<file path="config.mk">
export PLATFORM = sky130hd
export DESIGN_NAME = cpu_pipe_hazard_flat
export DESIGN_NICKNAME = d
export VERILOG_FILES = /design/src/rtl/cpu_pipe_hazard_pkg.sv /design/src/rtl/cpu_pipe_hazard_if.sv /design/src/rtl/cpu_pipe_hazard_timer.sv /design/src/rtl/cpu_pipe_hazard.sv /design/src/flat_wrapper.sv
export SDC_FILE = /design/constraint.sdc
export NUM_CORES = 1
export LEC_CHECK = 0
export ABC_AREA = 1
export CAP_MARGIN = 20
export CORE_MARGIN = 2
export CORE_UTILIZATION = 29
export DETAILED_ROUTE_END_ITERATION = 16
export PLACE_DENSITY_LB_ADDON = 0.25
export SLEW_MARGIN = 10
export SYNTH_ARGS = -nofsm -noshare
export SYNTH_HDL_FRONTEND = slang
export SYNTH_SLANG_ARGS = --single-unit
</file>
<file path="constraint.sdc">
create_clock -name clk -period 1.4 [get_ports clk]
set_clock_uncertainty 0.15 [all_clocks]
set_input_delay 0.28 -clock clk [delete_from_list [all_inputs] [get_ports clk]]
set_output_delay 0.28 -clock clk [all_outputs]
set_load 0.01 [all_outputs]
</file>
<file path="src/rtl/cpu_pipe_hazard_pkg.sv">
`default_nettype none
// ============================================================================
// Module      : cpu_pipe_pkg
// Description : Shared types and constants for the pipeline hazard
//               controller (FSM states, forwarding-select encodings).
// Revision    : 1.0 - initial release
// ============================================================================
package cpu_pipe_pkg;

  // Controller states; the encoding is visible on o_state
  typedef enum logic [1:0] {
    ST_RUN      = 2'd0,
    ST_MEM_WAIT = 2'd1,
    ST_HALT     = 2'd2
  } state_e;

  // Operand source selects for the decode stage
  localparam logic [1:0] FWD_RF = 2'd0;
  localparam logic [1:0] FWD_W  = 2'd1;
  localparam logic [1:0] FWD_X  = 2'd2;

  // Execute-stage producer is younger than rf-write, so it wins
  function automatic logic [1:0] fwd_sel(input logic x_hit, input logic w_hit);
    if (x_hit)      return FWD_X;
    else if (w_hit) return FWD_W;
    else            return FWD_RF;
  endfunction

endpackage
`default_nettype wire

</file>
<file path="src/rtl/cpu_pipe_hazard_if.sv">
`default_nettype none
// ============================================================================
// Module      : cpu_pipe_hazard_if
// Description : Stage-status inputs and control outputs of the pipeline
//               hazard controller. slave = controller, master = pipeline.
// Revision    : 1.0 - initial release
// ============================================================================
interface cpu_pipe_hazard_if #(
  parameter int NUM_REGS = 8,
  parameter int PERF_W   = 32
);
  localparam int REG_IDX_W = (NUM_REGS > 1) ? $clog2(NUM_REGS) : 1;

  logic                 i_d_valid;
  logic [REG_IDX_W-1:0] i_d_rx;
  logic [REG_IDX_W-1:0] i_d_ry;
  logic                 i_d_uses_rx;
  logic                 i_d_uses_ry;
  logic                 i_x_valid;
  logic                 i_x_wr_en;
  logic [REG_IDX_W-1:0] i_x_wr_idx;
  logic                 i_x_is_mem;
  logic                 i_x_is_load;
  logic                 i_x_br_taken;
  logic                 i_w_valid;
  logic                 i_w_wr_en;
  logic [REG_IDX_W-1:0] i_w_wr_idx;
  logic                 i_mem_ack;

  logic                 o_pc_ld;
  logic                 o_decode_ld;
  logic                 o_execute_ld;
  logic                 o_rfwrite_ld;
  logic                 o_flush_f;
  logic                 o_flush_d;
  logic                 o_bubble_w;
  logic                 o_pc_sel_target;
  logic [1:0]           o_rx_fwd_sel;
  logic [1:0]           o_ry_fwd_sel;
  logic                 o_mem_req;
  logic                 o_mem_err;
  logic [1:0]           o_state;
  logic [PERF_W-1:0]    o_stall_cnt;
  logic [PERF_W-1:0]    o_flush_cnt;
  logic [PERF_W-1:0]    o_memwait_cnt;

  modport slave (
    input  i_d_valid, i_d_rx, i_d_ry, i_d_uses_rx, i_d_uses_ry,
           i_x_valid, i_x_wr_en, i_x_wr_idx, i_x_is_mem, i_x_is_load, i_x_br_taken,
           i_w_valid, i_w_wr_en, i_w_wr_idx, i_mem_ack,
    output o_pc_ld, o_decode_ld, o_execute_ld, o_rfwrite_ld,
           o_flush_f, o_flush_d, o_bubble_w, o_pc_sel_target,
           o_rx_fwd_sel, o_ry_fwd_sel, o_mem_req, o_mem_err, o_state,
           o_stall_cnt, o_flush_cnt, o_memwait_cnt
  );

  modport master (
    output i_d_valid, i_d_rx, i_d_ry, i_d_uses_rx, i_d_uses_ry,
           i_x_valid, i_x_wr_en, i_x_wr_idx, i_x_is_mem, i_x_is_load, i_x_br_taken,
           i_w_valid, i_w_wr_en, i_w_wr_idx, i_mem_ack,
    input  o_pc_ld, o_decode_ld, o_execute_ld, o_rfwrite_ld,
           o_flush_f, o_flush_d, o_bubble_w, o_pc_sel_target,
           o_rx_fwd_sel, o_ry_fwd_sel, o_mem_req, o_mem_err, o_state,
           o_stall_cnt, o_flush_cnt, o_memwait_cnt
  );
endinterface
`default_nettype wire

</file>
<file path="src/rtl/cpu_pipe_hazard_timer.sv">
`default_nettype none
// ============================================================================
// Module      : cpu_mem_wait_timer
// Description : Counts consecutive unanswered memory-wait cycles and flags
//               the cycle in which the count reaches MEM_TIMEOUT.
// Revision    : 1.0 - initial release
// ============================================================================
module cpu_mem_wait_timer #(
  parameter int MEM_TIMEOUT = 255
) (
  input  wire logic clk,
  input  wire logic reset,
  input  wire logic i_en,
  output logic      o_timeout
);
  localparam int CNT_W = (MEM_TIMEOUT > 0) ? $clog2(MEM_TIMEOUT + 1) : 1;
  localparam logic [CNT_W-1:0] C_LIMIT = CNT_W'(MEM_TIMEOUT);

  logic [CNT_W-1:0] r_cnt;

  // Count while enabled; any cycle without enable (ack, not waiting) clears
  always_ff @(posedge clk) begin
    if (reset || !i_en) begin
      r_cnt <= '0;
    end else if (r_cnt != C_LIMIT) begin
      r_cnt <= r_cnt + CNT_W'(1);
    end
  end

  assign o_timeout = i_en && (r_cnt == C_LIMIT);
endmodule
`default_nettype wire

</file>
<file path="src/rtl/cpu_pipe_hazard.sv">
`default_nettype none
// ============================================================================
// Module      : cpu_pipe_hazard
// Description : Pipeline advance / hazard controller for the 4-stage CPU:
//               stage load enables, flushes, bubbles, operand forwarding
//               selects and the execute-stage memory wait/timeout handshake.
//               Optional macro CPU_PIPE_PERF_EN enables the saturating
//               stall/flush/mem-wait performance counters.
// Revision    : 1.0 - initial release
// ============================================================================
module cpu_pipe_hazard
  import cpu_pipe_pkg::*;
#(
  parameter int NUM_REGS    = 8,
  parameter int MEM_TIMEOUT = 255,
  parameter int PERF_W      = 32
) (
  input  wire logic       clk,
  input  wire logic       reset,
  cpu_pipe_hazard_if.slave bus
);
  localparam int REG_IDX_W = (NUM_REGS > 1) ? $clog2(NUM_REGS) : 1;

  state_e r_state;
  logic   r_mem_err;

  logic [REG_IDX_W-1:0] w_d_rx, w_d_ry, w_x_idx, w_w_idx;
  logic w_in_wait, w_in_halt;
  logic w_mem_req, w_mem_pend, w_branch, w_load_use, w_timeout;
  logic w_pc_ld, w_decode_ld, w_execute_ld, w_rfwrite_ld;
  logic w_flush_f, w_flush_d, w_bubble_w, w_pc_sel;

  assign w_d_rx  = bus.i_d_rx;
  assign w_d_ry  = bus.i_d_ry;
  assign w_x_idx = bus.i_x_wr_idx;
  assign w_w_idx = bus.i_w_wr_idx;

  assign w_in_wait = (r_state == ST_MEM_WAIT);
  assign w_in_halt = (r_state == ST_HALT);

  // A memory op blocks the pipe in any non-halted cycle it is not acked
  assign w_mem_req  = !w_in_halt && bus.i_x_valid && bus.i_x_is_mem;
  assign w_mem_pend = w_mem_req && !bus.i_mem_ack;
  // A branch alongside a memory op is illegal; the memory op takes precedence
  assign w_branch   = bus.i_x_valid && bus.i_x_br_taken && !bus.i_x_is_mem;
  assign w_load_use = bus.i_x_valid && bus.i_x_is_load && bus.i_x_wr_en && bus.i_d_valid &&
                      ((bus.i_d_uses_rx && (w_d_rx == w_x_idx)) ||
                       (bus.i_d_uses_ry && (w_d_ry == w_x_idx)));

  // Loads are not forwardable from execute (data not yet returned)
  assign bus.o_rx_fwd_sel = fwd_sel(
      bus.i_x_valid && bus.i_x_wr_en && !bus.i_x_is_load && (w_x_idx == w_d_rx),
      bus.i_w_valid && bus.i_w_wr_en && (w_w_idx == w_d_rx));
  assign bus.o_ry_fwd_sel = fwd_sel(
      bus.i_x_valid && bus.i_x_wr_en && !bus.i_x_is_load && (w_x_idx == w_d_ry),
      bus.i_w_valid && bus.i_w_wr_en && (w_w_idx == w_d_ry));

  cpu_mem_wait_timer #(.MEM_TIMEOUT(MEM_TIMEOUT)) u_timer (
    .clk       (clk),
    .reset     (reset),
    .i_en      (w_in_wait && w_mem_pend),
    .o_timeout (w_timeout)
  );

  // Stage control resolution: reset > halt > mem wait > branch > load-use
  always_comb begin
    w_pc_ld      = 1'b1;
    w_decode_ld  = 1'b1;
    w_execute_ld = 1'b1;
    w_rfwrite_ld = 1'b1;
    w_flush_f    = 1'b0;
    w_flush_d    = 1'b0;
    w_bubble_w   = 1'b0;
    w_pc_sel     = 1'b0;
    if (reset) begin
      w_flush_f  = 1'b1;
      w_flush_d  = 1'b1;
      w_bubble_w = 1'b1;
    end else if (w_in_halt) begin
      w_pc_ld      = 1'b0;
      w_decode_ld  = 1'b0;
      w_execute_ld = 1'b0;
      w_rfwrite_ld = 1'b0;
    end else if (w_mem_pend) begin
      w_pc_ld      = 1'b0;
      w_decode_ld  = 1'b0;
      w_execute_ld = 1'b0;
      w_bubble_w   = 1'b1;
    end else if (w_branch) begin
      w_pc_sel  = 1'b1;
      w_flush_f = 1'b1;
      w_flush_d = 1'b1;
    end else if (w_load_use) begin
      w_pc_ld     = 1'b0;
      w_decode_ld = 1'b0;
      w_flush_d   = 1'b1;
    end
  end

  // Controller FSM with sticky timeout error
  always_ff @(posedge clk) begin
    if (reset) begin
      r_state   <= ST_RUN;
      r_mem_err <= 1'b0;
    end else begin
      case (r_state)
        ST_RUN: begin
          if (w_mem_pend) r_state <= ST_MEM_WAIT;
        end
        ST_MEM_WAIT: begin
          if (!w_mem_pend) begin
            r_state <= ST_RUN;
          end else if (w_timeout) begin
            r_state   <= ST_HALT;
            r_mem_err <= 1'b1;
          end
        end
        ST_HALT: r_state <= ST_HALT;
        default: r_state <= ST_RUN;
      endcase
    end
  end

  assign bus.o_pc_ld         = w_pc_ld;
  assign bus.o_decode_ld     = w_decode_ld;
  assign bus.o_execute_ld    = w_execute_ld;
  assign bus.o_rfwrite_ld    = w_rfwrite_ld;
  assign bus.o_flush_f       = w_flush_f;
  assign bus.o_flush_d       = w_flush_d;
  assign bus.o_bubble_w      = w_bubble_w;
  assign bus.o_pc_sel_target = w_pc_sel;
  assign bus.o_mem_req       = !reset && w_mem_req;
  assign bus.o_mem_err       = r_mem_err;
  assign bus.o_state         = r_state;

`ifdef CPU_PIPE_PERF_EN
  logic [PERF_W-1:0] r_stall_cnt, r_flush_cnt, r_memwait_cnt;
  logic w_stall_evt, w_flush_evt, w_memwait_evt;

  assign w_stall_evt   = !w_in_halt && !w_mem_pend && !w_branch && w_load_use;
  assign w_flush_evt   = !w_in_halt && !w_mem_pend && w_branch;
  assign w_memwait_evt = w_in_wait && w_mem_pend;

  // Saturating event counters
  always_ff @(posedge clk) begin
    if (reset) begin
      r_stall_cnt   <= '0;
      r_flush_cnt   <= '0;
      r_memwait_cnt <= '0;
    end else begin
      if (w_stall_evt && (r_stall_cnt != {PERF_W{1'b1}}))
        r_stall_cnt <= r_stall_cnt + PERF_W'(1);
      if (w_flush_evt && (r_flush_cnt != {PERF_W{1'b1}}))
        r_flush_cnt <= r_flush_cnt + PERF_W'(1);
      if (w_memwait_evt && (r_memwait_cnt != {PERF_W{1'b1}}))
        r_memwait_cnt <= r_memwait_cnt + PERF_W'(1);
    end
  end

  assign bus.o_stall_cnt   = r_stall_cnt;
  assign bus.o_flush_cnt   = r_flush_cnt;
  assign bus.o_memwait_cnt = r_memwait_cnt;
`else
  assign bus.o_stall_cnt   = {PERF_W{1'b0}};
  assign bus.o_flush_cnt   = {PERF_W{1'b0}};
  assign bus.o_memwait_cnt = {PERF_W{1'b0}};
`endif

endmodule
`default_nettype wire

</file>
<file path="src/flat_wrapper.sv">
// flat-port wrapper written by rule: the top's interface ports become plain ports
module cpu_pipe_hazard_flat import cpu_pipe_pkg::*;
#(
  parameter int NUM_REGS    = 8,
  parameter int MEM_TIMEOUT = 255,
  parameter int PERF_W      = 32
)
  (clk, reset, bus_i_d_valid, bus_i_d_rx, bus_i_d_ry, bus_i_d_uses_rx, bus_i_d_uses_ry, bus_i_x_valid, bus_i_x_wr_en, bus_i_x_wr_idx, bus_i_x_is_mem, bus_i_x_is_load, bus_i_x_br_taken, bus_i_w_valid, bus_i_w_wr_en, bus_i_w_wr_idx, bus_i_mem_ack, bus_o_pc_ld, bus_o_decode_ld, bus_o_execute_ld, bus_o_rfwrite_ld, bus_o_flush_f, bus_o_flush_d, bus_o_bubble_w, bus_o_pc_sel_target, bus_o_rx_fwd_sel, bus_o_ry_fwd_sel, bus_o_mem_req, bus_o_mem_err, bus_o_state, bus_o_stall_cnt, bus_o_flush_cnt, bus_o_memwait_cnt);
  cpu_pipe_hazard_if #(.NUM_REGS(NUM_REGS), .PERF_W(PERF_W)) bus_i ();
  input  wire logic clk;
  input  wire logic reset;
  input wire logic [$bits(bus_i.i_d_valid)-1:0] bus_i_d_valid;
  input wire logic [$bits(bus_i.i_d_rx)-1:0] bus_i_d_rx;
  input wire logic [$bits(bus_i.i_d_ry)-1:0] bus_i_d_ry;
  input wire logic [$bits(bus_i.i_d_uses_rx)-1:0] bus_i_d_uses_rx;
  input wire logic [$bits(bus_i.i_d_uses_ry)-1:0] bus_i_d_uses_ry;
  input wire logic [$bits(bus_i.i_x_valid)-1:0] bus_i_x_valid;
  input wire logic [$bits(bus_i.i_x_wr_en)-1:0] bus_i_x_wr_en;
  input wire logic [$bits(bus_i.i_x_wr_idx)-1:0] bus_i_x_wr_idx;
  input wire logic [$bits(bus_i.i_x_is_mem)-1:0] bus_i_x_is_mem;
  input wire logic [$bits(bus_i.i_x_is_load)-1:0] bus_i_x_is_load;
  input wire logic [$bits(bus_i.i_x_br_taken)-1:0] bus_i_x_br_taken;
  input wire logic [$bits(bus_i.i_w_valid)-1:0] bus_i_w_valid;
  input wire logic [$bits(bus_i.i_w_wr_en)-1:0] bus_i_w_wr_en;
  input wire logic [$bits(bus_i.i_w_wr_idx)-1:0] bus_i_w_wr_idx;
  input wire logic [$bits(bus_i.i_mem_ack)-1:0] bus_i_mem_ack;
  output wire logic [$bits(bus_i.o_pc_ld)-1:0] bus_o_pc_ld;
  output wire logic [$bits(bus_i.o_decode_ld)-1:0] bus_o_decode_ld;
  output wire logic [$bits(bus_i.o_execute_ld)-1:0] bus_o_execute_ld;
  output wire logic [$bits(bus_i.o_rfwrite_ld)-1:0] bus_o_rfwrite_ld;
  output wire logic [$bits(bus_i.o_flush_f)-1:0] bus_o_flush_f;
  output wire logic [$bits(bus_i.o_flush_d)-1:0] bus_o_flush_d;
  output wire logic [$bits(bus_i.o_bubble_w)-1:0] bus_o_bubble_w;
  output wire logic [$bits(bus_i.o_pc_sel_target)-1:0] bus_o_pc_sel_target;
  output wire logic [$bits(bus_i.o_rx_fwd_sel)-1:0] bus_o_rx_fwd_sel;
  output wire logic [$bits(bus_i.o_ry_fwd_sel)-1:0] bus_o_ry_fwd_sel;
  output wire logic [$bits(bus_i.o_mem_req)-1:0] bus_o_mem_req;
  output wire logic [$bits(bus_i.o_mem_err)-1:0] bus_o_mem_err;
  output wire logic [$bits(bus_i.o_state)-1:0] bus_o_state;
  output wire logic [$bits(bus_i.o_stall_cnt)-1:0] bus_o_stall_cnt;
  output wire logic [$bits(bus_i.o_flush_cnt)-1:0] bus_o_flush_cnt;
  output wire logic [$bits(bus_i.o_memwait_cnt)-1:0] bus_o_memwait_cnt;
  assign bus_i.i_d_valid = bus_i_d_valid;
  assign bus_i.i_d_rx = bus_i_d_rx;
  assign bus_i.i_d_ry = bus_i_d_ry;
  assign bus_i.i_d_uses_rx = bus_i_d_uses_rx;
  assign bus_i.i_d_uses_ry = bus_i_d_uses_ry;
  assign bus_i.i_x_valid = bus_i_x_valid;
  assign bus_i.i_x_wr_en = bus_i_x_wr_en;
  assign bus_i.i_x_wr_idx = bus_i_x_wr_idx;
  assign bus_i.i_x_is_mem = bus_i_x_is_mem;
  assign bus_i.i_x_is_load = bus_i_x_is_load;
  assign bus_i.i_x_br_taken = bus_i_x_br_taken;
  assign bus_i.i_w_valid = bus_i_w_valid;
  assign bus_i.i_w_wr_en = bus_i_w_wr_en;
  assign bus_i.i_w_wr_idx = bus_i_w_wr_idx;
  assign bus_i.i_mem_ack = bus_i_mem_ack;
  assign bus_o_pc_ld = bus_i.o_pc_ld;
  assign bus_o_decode_ld = bus_i.o_decode_ld;
  assign bus_o_execute_ld = bus_i.o_execute_ld;
  assign bus_o_rfwrite_ld = bus_i.o_rfwrite_ld;
  assign bus_o_flush_f = bus_i.o_flush_f;
  assign bus_o_flush_d = bus_i.o_flush_d;
  assign bus_o_bubble_w = bus_i.o_bubble_w;
  assign bus_o_pc_sel_target = bus_i.o_pc_sel_target;
  assign bus_o_rx_fwd_sel = bus_i.o_rx_fwd_sel;
  assign bus_o_ry_fwd_sel = bus_i.o_ry_fwd_sel;
  assign bus_o_mem_req = bus_i.o_mem_req;
  assign bus_o_mem_err = bus_i.o_mem_err;
  assign bus_o_state = bus_i.o_state;
  assign bus_o_stall_cnt = bus_i.o_stall_cnt;
  assign bus_o_flush_cnt = bus_i.o_flush_cnt;
  assign bus_o_memwait_cnt = bus_i.o_memwait_cnt;
  cpu_pipe_hazard #(.NUM_REGS(NUM_REGS), .MEM_TIMEOUT(MEM_TIMEOUT), .PERF_W(PERF_W)) u_core (.clk(clk), .reset(reset), .bus(bus_i));
endmodule
</file>
=== Word level (Yosys, flattened, before mapping) ===
Index checks and enable logic that the tools add are counted.

* Add/subtract/negate cells: 1
* Eq/ne operators: 12
* Muxes and demuxes: 31
* Reductions and logical operators: 32

{| class="wikitable"
|+ Operators with widths
! operator !! number
|-
| 1-bit two-way mux || 25
|-
| 1-bit logical AND || 21
|-
| 3-bit equality test || 6
|-
| 2-bit two-way mux || 5
|-
| 8-bit by 1-bit adder with 8-bit output (second input constant) || 1
|-
| 8-bit equality test (second input constant) || 1
|-
| 8-bit inequality test (second input constant) || 1
|-
| 1-bit logical NOT || 6
|-
| 2-bit case mux with 3 select lines || 1
|-
| 3-bit inequality test (second input constant) || 1
|-
| 3-bit AND reduction || 1
|-
| 2-bit by 1-bit equality test with 1-bit output (second input constant) || 1
|-
| 2-bit equality test (second input constant) || 1
|-
| 2-bit logical NOT || 1
|-
| 1-bit logical OR || 2
|-
| 2-bit by 1-bit inequality test with 1-bit output (second input constant) || 1
|-
| 2-bit AND reduction || 1
|}

* Register bits: 11
* Input port bits: 25
* Output and inout port bits: 112
* Logic and storage cells: 79

=== Depth between registers and ports, before layout ===
Gate-level depths: netlist of the first run.

* Word-level depth: 10
* Depth in mapped cells: 9
* Mapped depth without buffers: 8

=== Hierarchy ===
Synthesis of the first run repeated with hierarchy kept, for this count alone.

* Cell total of the unflattened synthesis: 248
* Area total of the unflattened synthesis: 1637.8 µm²

{| class="wikitable"
|+ Modules (own cells, without submodules)
! module !! times used !! cells an instance !! area each (µm²) !! sequential area each (µm²)
|-
| cpu_pipe_hazard || 1 || 182 || 1202.4 || 60.1
|-
| cpu_mem_wait_timer || 1 || 66 || 435.4 || 160.2
|}

=== Least setup slack after synthesis of the first run ===
No wires, ideal clock.

* Path kind: flip-flop to output port
* Start point: register u_core.r_state[1], in the netlist u_core.bus.o_state[1]
* End point: output bus_o_pc_ld
* Arrival time: 1.185 ns
* Required time: 0.970 ns
* Slack: -0.215 ns
* Cell stages (with the launch flop): 8
* Path buffers: 1
* Cell sequence: dfxtp_1 > nand2_2 > nand3_2 > nor2_4 > o21ai_2 > nand2_1 > inv_1 > buf_4

* Cells in the longest elaborated chain, start to end: 8

{| class="wikitable"
|+ Ends and longest elaborated chain
! element !! line !! source
|-
| start: declaration || cpu_pipe_hazard.sv:24 || <nowiki>state_e r_state;</nowiki>
|-
| start signal: assignment || cpu_pipe_hazard.sv:103 || <nowiki>r_state <= ST_RUN;</nowiki>
|-
| start signal: assignment || cpu_pipe_hazard.sv:108 || <nowiki>if (w_mem_pend) r_state <= ST_MEM_WAIT;</nowiki>
|-
| start signal: assignment || cpu_pipe_hazard.sv:112 || <nowiki>r_state <= ST_RUN;</nowiki>
|-
| 2-bit equality test (*) || cpu_pipe_hazard.sv:39 || <nowiki>assign w_in_halt = (r_state == ST_HALT);</nowiki>
|-
| 1-bit logical NOT || cpu_pipe_hazard.sv:42 || <nowiki>assign w_mem_req = !w_in_halt && bus.i_x_valid && bus.i_x_is_mem;</nowiki>
|-
| 1-bit logical AND (2 in a row) || cpu_pipe_hazard.sv:42 ||
|-
| 1-bit logical AND || cpu_pipe_hazard.sv:43 || <nowiki>assign w_mem_pend = w_mem_req && !bus.i_mem_ack;</nowiki>
|-
| 1-bit two-way mux || n/a ||
|-
| 1-bit two-way mux (*) (2 in a row) || n/a ||
|-
| end: declaration || flat_wrapper.sv:27 || <nowiki>output wire logic [$bits(bus_i.o_pc_ld)-1:0] bus_o_pc_ld;</nowiki>
|}

Mark *: on every way between the ends. The rest lies on a longest branch, timed or not.

=== Worst setup path after layout of the first run ===
* Start point: register u_core.r_state[0], in the netlist u_core.bus.o_state[0]
* End point: output bus_o_bubble_w

* Cells in the longest elaborated chain, start to end: 8

{| class="wikitable"
|+ Ends and longest elaborated chain
! element !! line !! source
|-
| 2-bit equality test (*) || cpu_pipe_hazard.sv:39 ||
|-
| 1-bit logical NOT || cpu_pipe_hazard.sv:42 ||
|-
| 1-bit logical AND (2 in a row) || cpu_pipe_hazard.sv:42 ||
|-
| 1-bit logical AND || cpu_pipe_hazard.sv:43 ||
|-
| 1-bit two-way mux || cpu_pipe_hazard.sv:84 || <nowiki>end else if (w_mem_pend) begin</nowiki>
|-
| 1-bit two-way mux (*) || cpu_pipe_hazard.sv:79 || <nowiki>end else if (w_in_halt) begin</nowiki>
|-
| 1-bit two-way mux (*) || cpu_pipe_hazard.sv:75 || <nowiki>if (reset) begin</nowiki>
|-
| end: declaration || flat_wrapper.sv:33 || <nowiki>output wire logic [$bits(bus_i.o_bubble_w)-1:0] bus_o_bubble_w;</nowiki>
|}

Marked as above.

==> reports/qor.txt, run 1 <==
Compound-Gate Fraction of Synth Area -> 7.952%
area share of xor/xnor cells in the synthesized design -> 3.936%
post-synthesis mux area share -> 0%
cell with the most instances after synthesis -> buf_4
Avg WL per Cell -> 9.191 um
via count -> 1273
reg2reg setup slack -> -0.02 ns
placed cells -> 346
Pre-antenna DRT Iters -> 4
adder-cell area share of the yosys netlist -> 0.8032%
reg2reg end -> u_core.bus.o_state[0]
Critical Path AT -> 1.34 ns
Tot GR Track Use -> 9.350%
status -> finished, violations left
Pint -> 0.6471 mW
Synth Register Bits -> 11
Hold Path Cell Cnt -> 2
Final HPWL DP -> 2636 um
antenna viol nets, final -> 0
Clk pwr share -> 31.7%
port bufs -> 40
fin. max-slew vios -> 0
Synth Flop Type -> dfxtp_1
clock sinks -> 11
critical path class -> reg -> out
failing checks -> setup timing
Via density -> 3.526
combinational group share of total power -> 37.1%
Hold Crit Start -> u_core.bus.o_mem_err
Post-synth ARST share -> 0%
Syn Inst Count -> 225
Syn. warnings -> 0
drt first-iter violations -> 15
largest net degree at the start of global routing -> 11
cell row count -> 26
Tcrit/Tclk final -> 126.2%
Tmin final -> 1.767 ns
Worst Path Required -> 0.97 ns
synth unique cells -> 27
VDD IR-drop max -> 0.4764 mV
synth top area cells -> buf_4 (47%), dfxtp_1 (14%), nand2_1 (6.3%)
largest family of logic cells by synthesized area -> buffers and inverters
Yosys top cell by area -> buf_4
Net Sw Frac -> 35.54%
worst-path fanout max -> 3
Final setup violation count -> 12
root buffer cell -> clkbuf_8
Max Fclk -> 566.0 MHz
Fin. Hold Viols -> 0
EDFF count, synth -> 0
RD Place Congestion -> 0.7687
Post-synth top cells -> buf_4 (97), nand2_1 (26), inv_1 (19), nor2_1 (14), dfxtp_1 (11)
grt total ovfl -> 0
cts hold-fix bufs -> 0
cells on worst reg2reg path -> 9
Yosys top cell area share -> 46.75%
Seq/Total Area, Yosys -> 14.14%
Worst Setup End Kind -> output pin
P_leak -> 1.075 nW
Post-Route WL -> 3318 um
post-synthesis cell area -> 1558 um2
final setup margin -> -0.3669 ns
Simple-Gate Fraction of Synth Area -> 20.88%
height of the chip -> 77.29 um
core area -> 5140 um2
Non-Filler Instances -> 361
first-pass GRT wire length -> 4540 um
total chip power -> 1.004 mW
Hold Crit Class -> reg -> reg
clock slew at reported path FFs -> 0.05 ns
DRC viols -> 0
Die X -> 77.29 um
fin nets -> 318
clock buffer depth -> 2
area grow syn2layout -> 32.69%
P_sw -> 0.3568 mW
RSZ-0062 raised after global routing -> yes
Num CTS Buffers -> 3
io pins -> 137
syn_area_per_cell -> 6.923 um2
Initial Util -> 30.31%
ant diodes -> 0
r2r startpoint -> u_core.bus.o_state[0]
Seq pwr share -> 31.2%
vias in the first global route -> 1002
maximum capacitance violations -> 0
die area -> 5974 um2
Worst-Skew Late Latency -> 0.23 ns
pwr dens -> 485.7 nW/um2
CTS tree -> built
hold worst-path end -> u_core.bus.o_mem_err
initial antenna violation count -> 0
startpoint types -> flip-flop
Filler Cell Count -> 567
share of layout cells above drive strength 1 -> 40.21%
H-tree Lvls -> 1
[per-stage QoR]
stage	area [um2]	utilization, %	setup TNS, ns	setup slack [ns]	hold WS (ns)
after detailed placement	1782	34.66	-15.03	-1.027	0.3107
final	2067	40.21	-2.476	-0.3669	0.3063
after CTS	1912	37.20	-2.659	-0.3801	0.3152
after global routing	2067	40.21	-3.507	-0.4768	0.3356
after global placement	1782	34.66	-14.87	-1.043	0.2998
after floorplan	1924	-	-0.1154	-0.1028	0.1995
[cell usage in the layout (no fill, tap or decap), drive strengths merged]
| cell type | n |
|---|---|
| xor2 | 4 |
| xnor2 | 3 |
| buf | 49 |
| conb | 96 |
| nand4 | 2 |
| inv | 22 |
| nand3 | 7 |
| nor3 | 6 |
| nor2 | 17 |
| nand2 | 31 |
| nor4 | 2 |
| clkbuf | 7 |
| ha | 1 |
| o21a | 1 |
| clkdlybuf4s15 | 2 |
| dfxtp | 11 |
| dlygate4sd2 | 6 |
| clkdlybuf4s50 | 3 |
| o21ai | 12 |
| a21oi | 9 |
[power groups by stage]
| stage | sequential, mW | clock, mW | combinational, mW |
|---|---|---|---|
| floorplan | 0.322 | 0 | 0.381 |
| global placement | 0.322 | 0 | 0.321 |
| detailed placement | 0.322 | 0 | 0.323 |
| CTS | 0.315 | 0.331 | 0.353 |
| global route | 0.313 | 0.354 | 0.407 |
| finish | 0.313 | 0.318 | 0.373 |
[worst max path at each step]
| stage | end | cells after the start | slack, ns | start |
|---|---|---|---|---|
| global route | bus_o_flush_d | 9 | -0.48 | u_core.bus.o_state[0] |
| global placement | bus_o_pc_sel_target | 6 | -1.04 | bus_i_x_valid |
| finish | bus_o_bubble_w | 9 | -0.37 | u_core.bus.o_state[0] |
| detailed placement | bus_o_pc_sel_target | 6 | -1.03 | bus_i_x_valid |
| floorplan | bus_o_pc_ld | 8 | -0.10 | u_core.bus.o_state[0] |
| CTS | bus_o_flush_d | 9 | -0.38 | u_core.bus.o_state[0] |
[sequential cells by signal, indices dropped and copies added, names as in the netlist]
signal / cells
u_core.bus.o_state: 2
u_core.bus.o_mem_err: 1
u_core.u_timer.r_cnt: 8
[final cells by class]
cell class	instances	area [um2]	share of cell area [%]
well taps	70	87.58	4.237
flip-flops and latches	11	227.7	11.02
inverters	22	90.09	4.358
repair buffers	63	530.5	25.67
multi-input cells	191	1086	52.54
clock buffers	4	45.04	2.179
[metal layers]
metal  global-route usage [%]  up-vias  wire (um)
met5                        0        -          0
met4                    2.143        0          0
met3                    2.235        0        247
met2                    17.04       62       1772
met1                    10.96      569       1299
li1                         -      642          -
[critical path, stage by stage (launching register included)]
cell	delay [ns]
dfxtp_2	0.33
inv_2	0.05
nand2_4	0.07
nand3_4	0.08
nor2_4	0.11
buf_4	0.12
buf_6	0.11
inv_1	0.06
nand2_2	0.07
buf_6	0.10
[timing repair]
| action | 4_1_cts | 5_1_grt |
|---|---|---|
| pin swaps | 23 | 16 |
| setup endpoints to repair | 27 | 20 |
| gates resized for setup | 178 | 27 |
| cloned | 0 | 1 |
| buffers inserted | 4 | 7 |
[cells by family after synthesis]
kind of cell / Yosys count
buffers and inverters: 119
AND/OR/NAND/NOR: 64
AO/OA/AOI/OAI: 22
flip-flops: 11
XOR/XNOR: 7
adder cells (fa/ha/maj): 1
other: 1
(Power assumes the default switching activity.)
==> run 2, diff against run 1 <==
Settings changed: CAP_MARGIN 20 to not set.
==> results of run 2 <==
Same layout as run 1: the final DEF is identical, and so are final timing and power.
